File: config.mk
export PLATFORM = sky130hd
export DESIGN_NAME = icache_tag_ram_ctrl
export DESIGN_NICKNAME = d
export VERILOG_FILES = /design/src/rtl/icache_tag_ctrl_pkg.sv /design/src/rtl/icache_tag_ram_ctrl.sv
export SDC_FILE = /design/constraint.sdc
export NUM_CORES = 1
export LEC_CHECK = 0
export ABC_AREA = 1
export CAP_MARGIN = 30
export CORE_UTILIZATION = 28
export DETAILED_ROUTE_END_ITERATION = 16
export MAX_ROUTING_LAYER = met4
export PLACE_DENSITY = 0.69
export SETUP_SLACK_MARGIN = 0.3
export SYNTH_ARGS = -nofsm -noshare
export SYNTH_HDL_FRONTEND = slang
export SYNTH_SLANG_ARGS = --single-unit
File: constraint.sdc
create_clock -name clk -period 1.2 [get_ports clk]
set_clock_uncertainty 0.1 [all_clocks]
set_input_delay 0.18 -clock clk [delete_from_list [all_inputs] [get_ports clk]]
set_output_delay 0.18 -clock clk [all_outputs]
set_load 0.03 [all_outputs]
File: src/rtl/icache_tag_ctrl_pkg.sv
// Shared types for the instruction-cache tag RAM controller.
package icache_tag_ctrl_pkg;

  // Controller FSM: power-up sweep, normal arbitration, flush sweep.
  typedef enum logic [1:0] {
    INIT  = 2'd0,
    IDLE  = 2'd1,
    SWEEP = 2'd2
  } tag_ctrl_state_e;

  // Round-robin pointer: records which requester was granted most recently.
  typedef enum logic {
    RR_LOOKUP_LAST = 1'b0,
    RR_REFILL_LAST = 1'b1
  } rr_ptr_e;

endpackage

File: src/rtl/icache_tag_ram_ctrl.sv
// Arbiter and sequencer for one single-port instruction-cache tag RAM bank.
// Lookups (reads) and refills (writes) share the port; a full-bank
// invalidation sweep runs on flush request and optionally out of reset,
// since the tag SRAM powers up with undefined contents.
module icache_tag_ram_ctrl
  import icache_tag_ctrl_pkg::*;
#(
  parameter int unsigned TAG_WIDTH  = 7,
  parameter int unsigned ADDR_WIDTH = 6,
  parameter bit          INIT_FLUSH = 1'b1
) (
  input  logic                  clk,
  input  logic                  rst_n,

  input  logic                  lookup_req_i,
  input  logic [ADDR_WIDTH-1:0] lookup_addr_i,
  output logic                  lookup_gnt_o,
  output logic                  lookup_rvalid_o,
  output logic [TAG_WIDTH-1:0]  lookup_rdata_o,

  input  logic                  refill_req_i,
  input  logic [ADDR_WIDTH-1:0] refill_addr_i,
  input  logic [TAG_WIDTH-1:0]  refill_wdata_i,
  output logic                  refill_gnt_o,

  input  logic                  flush_req_i,
  output logic                  flush_ack_o,
  output logic                  busy_o,

  output logic                  ram_req_o,
  output logic                  ram_write_o,
  output logic [ADDR_WIDTH-1:0] ram_addr_o,
  output logic [TAG_WIDTH-1:0]  ram_wdata_o,
  input  logic [TAG_WIDTH-1:0]  ram_rdata_i
);

  localparam tag_ctrl_state_e RESET_STATE = INIT_FLUSH ? INIT : IDLE;
  // The sweep ends on the last set instead of wrapping the counter.
  localparam logic [ADDR_WIDTH-1:0] LAST_ADDR = '1;
  localparam logic [ADDR_WIDTH-1:0] ADDR_ONE  = {{(ADDR_WIDTH-1){1'b0}}, 1'b1};

  tag_ctrl_state_e       state, state_d;
  logic [ADDR_WIDTH-1:0] counter, counter_d;
  rr_ptr_e               rr_last, rr_last_d;
  logic                  lookup_rvalid_q;
  logic                  flush_ack_q, flush_ack_d;
  logic                  lookup_gnt, refill_gnt;

  // State, sweep counter, arbitration pointer and registered handshakes.
  always_ff @(posedge clk or negedge rst_n) begin
    if (!rst_n) begin
      state           <= RESET_STATE;
      counter         <= '0;
      rr_last         <= RR_REFILL_LAST;
      lookup_rvalid_q <= 1'b0;
      flush_ack_q     <= 1'b0;
    end else begin
      state           <= state_d;
      counter         <= counter_d;
      rr_last         <= rr_last_d;
      lookup_rvalid_q <= lookup_gnt;
      flush_ack_q     <= flush_ack_d;
    end
  end

  // Next state, zero-cycle arbitration and RAM port steering.
  // The flush request is ignored while its ack is high so a requester
  // that drops it in response to the ack cannot start a second sweep.
  always_comb begin
    state_d     = state;
    counter_d   = counter;
    rr_last_d   = rr_last;
    flush_ack_d = 1'b0;
    lookup_gnt  = 1'b0;
    refill_gnt  = 1'b0;
    ram_req_o   = 1'b0;
    ram_write_o = 1'b0;
    ram_addr_o  = '0;
    ram_wdata_o = '0;

    case (state)
      INIT, SWEEP: begin
        ram_req_o   = 1'b1;
        ram_write_o = 1'b1;
        ram_addr_o  = counter;
        if (counter == LAST_ADDR) begin
          state_d     = IDLE;
          counter_d   = '0;
          flush_ack_d = (state == SWEEP);
        end else begin
          counter_d = counter + ADDR_ONE;
        end
      end

      IDLE: begin
        if (flush_req_i && !flush_ack_q) begin
          state_d   = SWEEP;
          counter_d = '0;
        end else if (lookup_req_i && (!refill_req_i || rr_last == RR_REFILL_LAST)) begin
          lookup_gnt = 1'b1;
          ram_req_o  = 1'b1;
          ram_addr_o = lookup_addr_i;
          rr_last_d  = RR_LOOKUP_LAST;
        end else if (refill_req_i) begin
          refill_gnt  = 1'b1;
          ram_req_o   = 1'b1;
          ram_write_o = 1'b1;
          ram_addr_o  = refill_addr_i;
          ram_wdata_o = refill_wdata_i;
          rr_last_d   = RR_REFILL_LAST;
        end
      end

      default: begin
        state_d = RESET_STATE;
      end
    endcase
  end

  assign lookup_gnt_o    = lookup_gnt;
  assign refill_gnt_o    = refill_gnt;
  assign lookup_rvalid_o = lookup_rvalid_q;
  assign lookup_rdata_o  = ram_rdata_i;
  assign flush_ack_o     = flush_ack_q;
  assign busy_o          = (state != IDLE);

endmodule

==> impl_metrics.csv <==
group,metric,value,unit
outcome,status,"finished, violations left",
outcome,violations,"design-rule violations, negative setup slack",
clocking,cts_tree,"done",
route,wire_per_inst,13.9,um
floorplan,core_area,2810,um2
finish,final_nets,216,
placement,place_congestion,0.772,
sta,slew_headroom,0.826,
critical_path,cp_data_required_time,0.92,ns
critical_path,critical_path_arrival,1.49,ns
clocking,clock-sinks,11,
route,drt_wl_total,2970,um
sta,rsz0062_at_grt,"yes",
sta,fmax,0.566,GHz
finish,drive_gt1_frac,0.503,
critical_path,crit_path_cell_trace,"o21ai_2 > nor2_4 > nand2_1 > nand3_2 > buf_6",
floorplan,die_area,3250,um2
critical_path,slowest_delay,0.58,ns
grt,grt_pass1_wl,5050,um
floorplan,start_util,0.302,
floorplan,rows,19,
grt,grtUsageTotal,0.206,
critical_path,cp-start-kind,"flop",
critical_path,path_class,"flop to output pin",
sta,final.period_utilization,1.47,
min_path,hold_path_class,"input pin to async pin",
sta,finalSetupViolations,28,
finish,antenna_cells,0,
power_and_ir_drop,ir_worst_vdd,1060,uV
placement,io_buffers,43,
logic_synthesis,syn_avg_cell_area,7.25,um2
sta,maxSlewViolCount,0,
logic_synthesis,synth_area_leaders,"dfrtp_1, nand2_1, nand3_1",
logic_synthesis,yosys.area.top_type,"dfrtp_1",
finish,fin_area,1730,um2
sta,finalHoldViolations,0,
run,maxCapViolCount,0,
grt,grt_antenna_before_repair,0,
grt,grt_max_degree,12,
finish,fin_cells,214,
logic_synthesis,yosys.area.top_type_share,0.295,
critical_path,critPathMaxFanout,7,
sta,final.setup.worst_slack,-0.567,ns
route,drc,4,
clocking,clk_latency,0.28,ns
clocking,cts-root-buf,"clkbuf_4",
logic_synthesis,yosysWarnings,0,
sta,fin_crit,1.77,ns
grt,grt_pass1_vias,1124,
critical_path,slowest_stage,"dfstp_2",
logic_synthesis,syn-num-nets,149,
clocking,cts-htree-levels,1,
sta,tightestPinTransition,0.261,ns
route,drt_pre_antenna_iters,10,
route,ant_nets,0,
placement,placed_area,1410,um2
logic_synthesis,syn_inst,117,
finish,final_cell_mix,"nand2_1, buf_6, clkdlybuf4s50_1",
route,vias,1034,
floorplan,die_x,57.0,um
finish,area_growth,103,%
logic_synthesis,ys_types,24,
clocking,ctsHoldBuffers,0,
critical_path,end_kind,"output pin",
clocking,ctsLongestPathBuffers,2,
logic_synthesis,synth-seq-area-share,0.326,
route,drtIter0Drc,21,
clocking,path_clk_slew,0.08,ns
logic_synthesis,netlist_area,848,um2
placement,dp.cells,198,
power_and_ir_drop,leakage,0.822,nW
power_and_ir_drop,pwr_density_cell,1830,nW/um2
clocking,cts_made_buffers,3,
logic_synthesis,synth-seq-cells,11,
placement,hpwl,1900,um
finish,mostFrequentLayoutCell,"nand2_1",
route,viasPerCell,4.83,
floorplan,ioPinCount,58,
grt,grt-ovfl-total,0,
floorplan,fp.dieH,57.0,um
-- layer usage --
layer / global-route usage / vias up / routed length (um)
met5: - / - / 0
met4: 0.0557 / 0 / 76
met3: 0.0385 / 8 / 158
met2: 0.385 / 39 / 1690
met1: 0.222 / 495 / 1050
li1: - / 492 / -
-- repair_timing --
item,4_1_cts,5_1_grt
gates cloned,2,0
buffers inserted,8,2
pin swaps,17,8
endpoints found under the hold margin,0,0
resized for setup,40,6
setup endpoints to repair,31,31
-- state kept, by name, indices dropped and copies added (netlist names) --
| register | count |
|---|---|
| counter | 6 |
| rr_last | 1 |
| flush_ack_o | 1 |
| state | 2 |
| lookup_rvalid_o | 1 |
-- path summary, 6_finish.rpt --
check,to,start,cells after the start,slack [ns]
worst max-delay path,ram_addr_o[3],rr_last,5,-0.57
min in group clk,lookup_rdata_o[3],ram_rdata_i[3],0,0.26
max in group asynchronous,rr_last,rst_n,2,0.69
worst min register to register,counter[5],counter[5],2,0.48
worst min-delay path,counter[5],rst_n,2,0.09
worst max register to register,rr_last,state[1],8,-0.17
-- power breakdown --
group	switching (mW)	internal, mW	leakage (nW)	total (mW)
registers	0.171	0.509	0.138	0.680
logic	1.16	1.06	0.666	2.21
clock network	0.147	0.124	0.0177	0.271
total	1.47	1.69	0.822	3.16
-- worst max-delay path, delay by kind of cell (launching register included) --
family | cells | cell delay, ns
flops | 1 | 0.58
simple gates | 3 | 0.42
buf+inv | 1 | 0.13
compound gates | 1 | 0.08
-- cell type report --
class                      count  area, um2
tap                           31       38.8
inverter                      17       66.3
multi-input combinational     83        629
timing repair buffer          68        684
fill                         235       1080
clock inverter                 1       5.00
clock buffer                   3       22.5
sequential                    11        279
-- Yosys cell counts --
cell	count
nand3_2	1
clkinv_1	1
dfrtp_1	10
nor2_1	3
ha_1	1
o21ai_2	1
inv_1	14
inv_2	2
buf_4	7
nor4_1	1
nand2_1	34
nand2_2	1
nand2_8	1
buf_6	1
nor2_2	10
dfstp_2	1
nand2_4	1
a21oi_4	1
xnor2_1	1
nand3_1	15
o21ai_0	3
o21ai_1	5
o21bai_1	1
nor2_8	1
-- through the flow --
step           hold WS, ns  setup WS, ns  TNS [ns]   util  power [mW]
2_1_floorplan       -0.216        -0.274     -3.27      -        1.69
3_3_place_gp         0.260        -0.567    -11.00  0.503        2.27
3_5_place_dp         0.260        -0.612    -11.82  0.503        2.31
4_1_cts              0.106        -0.522     -9.43  0.603        3.05
5_1_grt             0.0994        -0.637    -12.32  0.615        3.36
6_report            0.0885        -0.567    -10.19  0.615        3.16
-- logic make-up (layout without fill, tap and decap cells) --
| kind of cell | Yosys count | count (layout) | share of synthesized area |
|---|---|---|---|
| compound gates | 11 | 11 | 0.0855 |
| fa+ha+maj | 1 | 1 | 0.0147 |
| buf+inv | 25 | 89 | 0.150 |
| simple gates | 68 | 70 | 0.413 |
| xor+xnor | 1 | 1 | 0.0103 |
| flops | 11 | 11 | 0.326 |
No activity file was read; power rests on OpenSTA's default activity.
